**config.mk**
```make
export PLATFORM = sky130hd
export DESIGN_NAME = bcd_digit_source_flat
export DESIGN_NICKNAME = d
export VERILOG_FILES = /design/src/rtl/bcd_pkg.sv /design/src/rtl/bcd_digit_source_if.sv /design/src/rtl/tick_prescaler.sv /design/src/rtl/bcd_digit_source.sv /design/src/flat_wrapper.sv
export SDC_FILE = /design/constraint.sdc
export NUM_CORES = 1
export LEC_CHECK = 0
export ABC_CLOCK_PERIOD_IN_PS = 3550
export CORE_MARGIN = 10
export CORE_UTILIZATION = 50
export CTS_CLUSTER_SIZE = 8
export DETAILED_ROUTE_END_ITERATION = 12
export GPL_TIMING_DRIVEN = 0
export PLACE_DENSITY = 0.79
export SLEW_MARGIN = 40
export SYNTH_ARGS = -nofsm -noshare
export SYNTH_HDL_FRONTEND = slang
export SYNTH_HIERARCHICAL = 1
export SYNTH_SLANG_ARGS = --single-unit
```
**constraint.sdc**
```tcl
create_clock -name clk -period 3.55 [get_ports clk]
set_input_delay 0.71 -clock clk [delete_from_list [all_inputs] [get_ports clk]]
set_output_delay 0.71 -clock clk [all_outputs]
set_load 0.005 [all_outputs]
```
**src/rtl/bcd_pkg.sv**
```systemverilog
// Shared types and helpers for the BCD digit source: FSM states, digit step
// arithmetic and load clamping.
package bcd_pkg;

   typedef enum logic [1:0] {
      IDLE = 2'd0,
      RUN  = 2'd1,
      HOLD = 2'd2
   } state_t;

   localparam logic [3:0] BCD_MAX = 4'd9;

   typedef struct packed {
      logic [3:0] digit;
      logic       wrap;
   } step_t;

   function automatic step_t bcd_step(input logic [3:0] cur,
                                      input logic       up,
                                      input logic [3:0] max_d);
      step_t s;
      s.wrap  = 1'b0;
      s.digit = cur;
      if (up) begin
         if (cur == max_d) begin
            s.digit = '0;
            s.wrap  = 1'b1;
         end else begin
            s.digit = cur + 4'd1;
         end
      end else begin
         if (cur == '0) begin
            s.digit = max_d;
            s.wrap  = 1'b1;
         end else begin
            s.digit = cur - 4'd1;
         end
      end
      return s;
   endfunction

   function automatic logic [3:0] bcd_clamp(input logic [3:0] v,
                                            input logic [3:0] max_d);
      return (v > max_d) ? max_d : v;
   endfunction

endpackage

```
**src/rtl/bcd_digit_source_if.sv**
```systemverilog
// Control and valid/ready digit stream between the BCD source and its consumer.
interface bcd_digit_source_if;

   logic       en;
   logic       up;
   logic       load;
   logic [3:0] load_val;
   logic       out_ready;
   logic       out_valid;
   logic [3:0] digit;
   logic       wrap;
   logic       busy;

   modport master (
      output en, up, load, load_val, out_ready,
      input  out_valid, digit, wrap, busy
   );

   modport slave (
      input  en, up, load, load_val, out_ready,
      output out_valid, digit, wrap, busy
   );

endinterface

```
**src/rtl/tick_prescaler.sv**
```systemverilog
// Step-rate divider: pulses tick on the last of every DIV counted cycles while run=1.
module tick_prescaler #(
   parameter int unsigned DIV = 4,
   parameter int unsigned CW  = 3
) (
   input  logic clk,
   input  logic rst_n,
   input  logic run,
   input  logic clr,
   output logic tick
);

   logic [CW-1:0] count;

   assign tick = run && (count == CW'(DIV - 1));

   always_ff @(posedge clk or negedge rst_n) begin
      if (!rst_n) begin
         count <= '0;
      end else if (clr) begin
         count <= '0;
      end else if (run) begin
         count <= tick ? '0 : count + 1'b1;
      end
   end

endmodule

```
**src/rtl/bcd_digit_source.sv**
```systemverilog
// Paced BCD digit source (0..MAX_DIGIT, up/down, load, hold) offering each new
// digit on a valid/ready handshake; digit[3] drives converter input a.
module bcd_digit_source
   import bcd_pkg::*;
#(
   parameter int unsigned DIV       = 4,
   parameter int unsigned MAX_DIGIT = 9,
   parameter int unsigned CW        = 3
) (
   input logic                 clk,
   input logic                 rst_n,
   bcd_digit_source_if.slave   bus
);

   localparam logic [3:0] MAX_D = 4'(MAX_DIGIT);

   state_t     state_q, state_d;
   logic [3:0] digit_q, digit_d;
   logic       valid_q, valid_d;
   logic       wrap_q,  wrap_d;
   logic       hs, stall, run, clr, tick;
   step_t      nxt;

   assign hs    = valid_q && bus.out_ready;
   assign stall = valid_q && !bus.out_ready;
   // Prescaler also pauses while an offered digit waits in RUN, so it cannot be overwritten.
   assign run   = (state_q == RUN) && bus.en && !stall;
   assign clr   = bus.load || ((state_q == RUN) && !bus.en);
   assign nxt   = bcd_step(digit_q, bus.up, MAX_D);

   tick_prescaler #(
      .DIV (DIV),
      .CW  (CW)
   ) u_prescaler (
      .clk   (clk),
      .rst_n (rst_n),
      .run   (run),
      .clr   (clr),
      .tick  (tick)
   );

   always_ff @(posedge clk or negedge rst_n) begin
      if (!rst_n) begin
         state_q <= IDLE;
         digit_q <= '0;
         valid_q <= 1'b0;
         wrap_q  <= 1'b0;
      end else begin
         state_q <= state_d;
         digit_q <= digit_d;
         valid_q <= valid_d;
         wrap_q  <= wrap_d;
      end
   end

   always_comb begin
      state_d = state_q;
      digit_d = digit_q;
      valid_d = valid_q && !hs;
      wrap_d  = 1'b0;
      if (bus.load) begin
         digit_d = bcd_clamp(bus.load_val, MAX_D);
         valid_d = 1'b1;
         if (!bus.out_ready) state_d = HOLD;
         else                state_d = bus.en ? RUN : IDLE;
      end else begin
         unique case (state_q)
            IDLE: if (bus.en) state_d = RUN;
            RUN: begin
               if (!bus.en) begin
                  state_d = IDLE;
               end else if (stall) begin
                  state_d = HOLD;
               end else if (tick) begin
                  digit_d = nxt.digit;
                  wrap_d  = nxt.wrap;
                  valid_d = 1'b1;
                  if (!bus.out_ready) state_d = HOLD;
               end
            end
            HOLD: if (hs) state_d = RUN;
            default: state_d = IDLE;
         endcase
      end
   end

   assign bus.out_valid = valid_q;
   assign bus.digit     = digit_q;
   assign bus.wrap      = wrap_q;
   assign bus.busy      = (state_q != IDLE);

endmodule

```
**src/flat_wrapper.sv**
```systemverilog
// flat-port wrapper written by rule: the top's interface ports become plain ports
module bcd_digit_source_flat import bcd_pkg::*;
#(
   parameter int unsigned DIV       = 4,
   parameter int unsigned MAX_DIGIT = 9,
   parameter int unsigned CW        = 3
)
  (clk, rst_n, bus_en, bus_up, bus_load, bus_load_val, bus_out_ready, bus_out_valid, bus_digit, bus_wrap, bus_busy);
  bcd_digit_source_if bus_i ();
  input logic clk;
  input logic rst_n;
  input wire logic [$bits(bus_i.en)-1:0] bus_en;
  input wire logic [$bits(bus_i.up)-1:0] bus_up;
  input wire logic [$bits(bus_i.load)-1:0] bus_load;
  input wire logic [$bits(bus_i.load_val)-1:0] bus_load_val;
  input wire logic [$bits(bus_i.out_ready)-1:0] bus_out_ready;
  output wire logic [$bits(bus_i.out_valid)-1:0] bus_out_valid;
  output wire logic [$bits(bus_i.digit)-1:0] bus_digit;
  output wire logic [$bits(bus_i.wrap)-1:0] bus_wrap;
  output wire logic [$bits(bus_i.busy)-1:0] bus_busy;
  assign bus_i.en = bus_en;
  assign bus_i.up = bus_up;
  assign bus_i.load = bus_load;
  assign bus_i.load_val = bus_load_val;
  assign bus_i.out_ready = bus_out_ready;
  assign bus_out_valid = bus_i.out_valid;
  assign bus_digit = bus_i.digit;
  assign bus_wrap = bus_i.wrap;
  assign bus_busy = bus_i.busy;
  bcd_digit_source #(.DIV(DIV), .MAX_DIGIT(MAX_DIGIT), .CW(CW)) u_core (.clk(clk), .rst_n(rst_n), .bus(bus_i));
endmodule
```
==> run summary, run 1 <==
CP Launch Type -> input port
Max-cap violations -> 0
CP Capture Type -> flip-flop
FFs w/ async S/R, synth -> 100%
Total CTS buffers -> 3
Slew Limit Fails -> 0
Psw -> 0.108 mW
Top cells by area, synth -> dfrtp_1 (34%), nand2b_1 (4.7%), a21oi_1 (3.8%), o21ai_0 (3.8%), nand2_1 (3.8%)
Port Buffer Count -> 16
Crit path kind -> input port to flip-flop
Switching Share -> 31.4%
Tmin final -> 2.60 ns
Clock Latency Late Sink -> 0.27 ns
XOR/XNOR Fraction of Synth Area -> 2.19%
GRT overflow -> 0
H-tree Lvls -> 1
Share of cells above drive strength 1 -> 6.84%
Largest net degree at the start of global routing -> 12
Power per cell area -> 343 nW/um^2
Post-synthesis adder-cell area fraction -> 1.57%
Num ports -> 17
GP Congestion -> 0.831
Register bit total from synthesis -> 11
Placed cells -> 129
Core area -> 1510 um^2
Synth Instances -> 97
Critical-path cell list -> clkdlybuf4s50_1 -> nor2b_1 -> nor2_1 -> nand2_1 -> nor2_1 -> and2b_1 -> or4_4 -> o31a_1 -> o221a_1
Hold depth -> 1
Starting Density -> 53.0%
Clock slew at reported path FFs -> 0.07 ns
Initial antenna violation count -> 0
Part of the power in registers -> 43.8%
All-layer global routing usage -> 11.6%
Synth Cell Area -> 798 um^2
Worst slew margin -> 66.1%
CTS tree -> built
Vias per cell -> 6.09
Mux cell area share after synthesis -> 1.41%
Commonest register cell after synthesis -> dfrtp_1
Largest area contributor in the netlist -> dfrtp_1
Reg2Reg Depth -> 8
Data required, critical path -> 3.70 ns
Clock buffer depth -> 2
Commonest non-fill, non-tap cell in the layout -> clkdlybuf4s50_1
Post-DP HPWL -> 1450 um
Routed vias -> 810
Final hold violation count -> 0
Rows -> 14
Most common cell on crit path -> nor2_1
Total power -> 0.344 mW
Post-synth top area share -> 34.5%
Yosys warns -> 6
Post-CTS sizing -> 0
Crit-path max cell delay -> 0.50 ns
Crit path arrival time -> 2.75 ns
Seq/Total Area, Yosys -> 34.5%
Slowest cell on the critical path -> clkdlybuf4s50_1
Routed WL -> 1940 um
Die Wd -> 60.0 um
CTS Hold Buffers Added -> 0
Number of routed nets with antenna violations -> 0
Largest family of logic cells by synthesized area -> simple AND/OR/NAND/NOR gates
Vias in the first global route -> 734
Clock Sinks -> 11
Die Area -> 3590 um^2
Syn Area/Cell -> 8.23 um^2
Comb pwr share -> 30.6%
Chip Height -> 60.0 um
Antenna diodes -> 0
Initial DRC Count -> 34
Internal Power -> 0.236 mW
Fmax -> 384 MHz
P_leak -> 0.412 nW
Critical path fanouts, max -> 7
Post-synth EDFFs -> 0
Synth unique cells -> 40
Number of fill cells -> 139
Clock share of power -> 25.5%
Finished Layout Cells -> 133
DRC Markers -> 0
Status -> completed
Detailed-route wire length per cell -> 14.6 um
Crit share post-route -> 73.3%
Area growth from synthesis to layout -> 25.9%
Compound-Gate Fraction of Synth Area -> 24.0%
Global-route wire length before repair -> 3370 um
Final setup vio count -> 0
Final setup TNS -> 0 ns
Syn_nets -> 108
Clk root buf -> clkbuf_4
Pre-antenna DRT Iters -> 4
Simple-Gate Fraction of Synth Area -> 31.5%
Unrepaired setup endpoints after global routing -> no
Post-Route Skew -> 0.0108 ns
Measured slew at the worst slew-check pin -> 0.507 ns
IR drop worst, VDD -> 0.236 mV
Commonest cells after routing, fill and taps aside -> clkdlybuf4s50_1 (16), dfrtp_1 (11), nand2_1 (8)
Nets@finish -> 129
Post-CTS Setup Bufs -> 0
Hold Crit Class -> flip-flop to flip-flop
==> cells in the mapped netlist (3+ instances only) <==
cell type	count
nand3b_1	3
dfrtp_1	11
a21boi_0	3
nand2_1	8
nor2_1	6
nor2b_1	3
nor4_1	3
clkbuf_1	5
inv_1	4
o21ai_0	6
a21oi_1	6
nand2b_1	6
==> per-layer routing <==
layer	track usage, %	wire length (um)
met3	5.08	145
met2	16.3	850
met4	2.88	23
met5	0	0
met1	15.7	922
==> sequential cells by signal, summed over array words and instances, names as in the netlist <==
register,cells
u_core/u_prescaler/count,3
u_core/state_q,2
u_core/bus.wrap,1
u_core/bus.out_valid,1
u_core/bus.digit,4
==> final timing paths <==
| check | from | to | slack [ns] |
|---|---|---|---|
| max | bus_out_ready | u_core/state_q[1] | 0.95 |
| min | u_core/u_prescaler/count[2] | u_core/u_prescaler/count[2] | 0.54 |
| max reg2reg | u_core/bus.out_valid | u_core/state_q[1] | 1.47 |
| min reg2reg | u_core/u_prescaler/count[2] | u_core/u_prescaler/count[2] | 0.54 |
| max in group asynchronous | rst_n | u_core/u_prescaler/count[1] | 2.43 |
| min in group asynchronous | rst_n | u_core/bus.digit[1] | 0.77 |
==> power groups by stage <==
stage	sequential (mW)	combinational (mW)	clock, mW
detailed placement	0.153	0.105	0
CTS	0.151	0.106	0.0897
finish	0.151	0.105	0.0878
global placement	0.152	0.103	0
global route	0.153	0.118	0.0962
floorplan	0.150	0.0618	0
==> kinds of logic after synthesis <==
logic type                 count (synthesis)
AOI/OAI and AO/OA                         29
muxes                                      1
and+or+nand+nor                           43
xor gates and xnor gates                   2
buffers and inverters                     10
DFF                                       11
adders and majority gates                  1
==> cell type report <==
| cell class | count | area [um^2] | share of cell area [%] |
|---|---|---|---|
| Inverter | 4 | 15.0 | 1.49 |
| Timing Repair Buffer | 16 | 160 | 15.9 |
| Buffer | 6 | 23.8 | 2.37 |
| Multi-Input combinational cell | 76 | 484 | 48.2 |
| Sequential cell | 11 | 275 | 27.4 |
| Clock buffer | 4 | 26.3 | 2.62 |
| Tap cell | 16 | 20.0 | 1.99 |
==> metrics by stage <==
| step | setup WS, ns | utilization, % | instance area (um^2) | hold WS [ns] |
|---|---|---|---|---|
| 6_report | 0.949 | 66.7 | 1000 | 0.545 |
| 5_1_grt | 0.823 | 66.7 | 1000 | 0.572 |
| 4_1_cts | 0.975 | 66.7 | 1000 | 0.544 |
| 3_5_place_dp | 0.690 | 65.0 | 978 | 0.529 |
| 3_3_place_gp | 0.691 | 65.0 | 978 | 0.530 |
| 2_1_floorplan | 1.39 | - | 798 | 0.414 |
==> worst max-delay path: cells and delay by family <==
kind                   cells  cell delay (ns)
AOI/OAI and AO/OA          2             0.34
and+or+nand+nor            6             1.21
buffers and inverters      1             0.50
(Power assumes the default switching activity.)
==> run 2, diff against run 1 <==
ABC_CLOCK_PERIOD_IN_PS = 2700   (was 3550)
CORE_UTILIZATION = 49   (was 50)
PLACE_DENSITY = 0.77   (was 0.79)
clock period = 2.7 ns   (was 3.55 ns; I/O delays follow)
==> run summary, run 2 (synthesis gave the netlist of run 1 again) <==
Share of cells above drive strength 1 -> 7.69% (+0.85 points)
Final worst slack -> 0.239 ns (-0.710 ns)
P_leak -> 0.415 nW (+0.66%)
Global-route wire length before repair -> 3380 um (+0.42%)
GP Congestion -> 0.824 (-0.82%)
Num ports -> 17 (unchanged)
Pre-antenna DRT Iters -> 4 (unchanged)
Worst hold slack -> 0.571 ns (+0.0264 ns)
Antenna diodes -> 0 (unchanged)
IR drop worst, VDD -> 0.243 mV (+3.0%)
Number of routed nets with antenna violations -> 0 (unchanged)
Hold Crit Class -> flip-flop to flip-flop
Post-Route Skew -> 0.000550 ns (-0.0103 ns)
Routed vias -> 822 (+1.5%)
H-tree Lvls -> 1 (unchanged)
Die Wd -> 60.4 um (+0.68%)
Final hold violation count -> 0 (unchanged)
Multi-input gate area -> 484 um^2 (unchanged)
Power per cell area -> 447 nW/um^2 (+30%)
Fin util -> 66.0% (-0.68 points)
CP Capture Type -> flip-flop
All-layer global routing usage -> 11.5% (-0.17 points)
Core area -> 1520 um^2 (+1.2%)
CTS tree -> built
Initial antenna violation count -> 0 (unchanged)
Final setup vio count -> 0 (unchanged)
Measured slew at the worst slew-check pin -> 0.483 ns (-0.0240 ns)
Fmax -> 406 MHz
CTS Hold Buffers Added -> 0 (unchanged)
Commonest cells after routing, fill and taps aside -> clkdlybuf4s50_1 (16), dfrtp_1 (11), nand2_1 (8)
Worst slew margin -> 67.7% (+1.6 points)
Vias per cell -> 6.18 (+1.5%)
Crit path kind -> input port to flip-flop
Starting Density -> 52.4% (-0.61 points)
Slew Limit Fails -> 0 (unchanged)
Chip Height -> 60.4 um (+0.68%)
Number of flip-flops in the largest register -> 4 (unchanged)
Clock Latency Late Sink -> 0.26 ns (about the same)
DRC Markers -> 0 (unchanged)
Clock slew at reported path FFs -> 0.07 ns (about the same)
Die Area -> 3640 um^2 (+1.4%)
Detailed-route wire length per cell -> 15.0 um (+3.0%)
Rows -> 14 (unchanged)
Number of fill cells -> 131 (-5.8%)
Unrepaired setup endpoints after global routing -> no
Post-DP HPWL -> 1520 um (+4.4%)
Post-CTS Setup Bufs -> 0 (unchanged)
Post-CTS sizing -> 0 (unchanged)
Tmin final -> 2.46 ns
GRT overflow -> 0 (unchanged)
Vias in the first global route -> 768 (+4.6%)
Crit share post-route -> 91.1%
Crit path arrival time -> 2.61 ns (-0.14 ns)
Critical path fanouts, max -> 7 (unchanged)
Clock Sinks -> 11 (unchanged)
Area growth from synthesis to layout -> 26.0%
Largest net degree at the start of global routing -> 12 (unchanged)
Status -> completed
Initial DRC Count -> 27 (-21%)
Total CTS buffers -> 3 (unchanged)
CP Launch Type -> input port
Routed WL -> 2000 um (+3.0%)
Port Buffer Count -> 16 (unchanged)
Data required, critical path -> 2.85 ns (-0.85 ns)
Nets@finish -> 129 (unchanged)
Pre-CTS WS -> -0.0158 ns (-0.706 ns)
Clk root buf -> clkbuf_4
Max-cap violations -> 0 (unchanged)
Commonest non-fill, non-tap cell in the layout -> clkdlybuf4s50_1
Clock buffer depth -> 2 (unchanged)
Register area -> 275 um^2 (unchanged)
==> run 2: cell type report <==
class,instances,share of cell area (%)
Buffer,6,2.36
Clock buffer,3,2.24
Clock inverter,1,0.498
Inverter,4,1.49
Multi-Input combinational cell,76,48.1
Sequential cell,11,27.4
Tap cell,16,1.99
Timing Repair Buffer,16,15.9
==> run 2: per-stage QoR <==
stage	cell area, um^2	power [mW]	setup TNS (ns)	std cells
floorplan	798	0.278	0	97
global placement	978	0.335	0	129
detailed placement	978	0.340	-0.0158	129
CTS	1010	0.451	0	133
global route	1010	0.476	0	133
finish	1010	0.449	0	133
==> run 2: routing by layer <==
metal | track usage [%] | up-vias | wire length (um)
met2 | 18.5 | 32 | 927
li1 | - | 398 | -
met3 | 2.92 | 0 | 155
met4 | 3.85 | 0 | 0
met1 | 14.4 | 392 | 917
met5 | 0 | - | 0
==> run 2: worst max-delay path: stages <==
cell and delay (ns):
clkdlybuf4s50_1 0.50, nor2b_1 0.32, nor2_1 0.16, nand2_1 0.12, nor2_1 0.07, and2b_1 0.16, or4_4 0.42, o31a_1 0.12
o221a_1 0.22
==> run 2: power by group <==
part	internal (mW)	switching [mW]	total, mW
clock network	0.0547	0.0559	0.111
logic	0.0742	0.0662	0.140
registers	0.179	0.0191	0.198
total	0.308	0.141	0.449
==> run 2: worst paths after layout <==
check	depth (start not counted)	startpoint	slack (ns)	endpoint
worst max-delay path	9	bus_out_ready	0.24	u_core/state_q[1]
worst min-delay path	2	u_core/u_prescaler/count[0]	0.57	u_core/u_prescaler/count[0]
min in group asynchronous	1	rst_n	0.60	u_core/bus.digit[2]
worst min register to register	2	u_core/u_prescaler/count[0]	0.57	u_core/u_prescaler/count[0]
max in group asynchronous	1	rst_n	1.77	u_core/u_prescaler/count[0]
worst max register to register	8	u_core/bus.out_valid	0.58	u_core/state_q[1]
==> run 3, diff against run 2 <==
GPL_ROUTABILITY_DRIVEN = 0   (was default)
==> results of run 3 <==
Same layout as run 2: the final DEF is identical, and so are final timing and power.
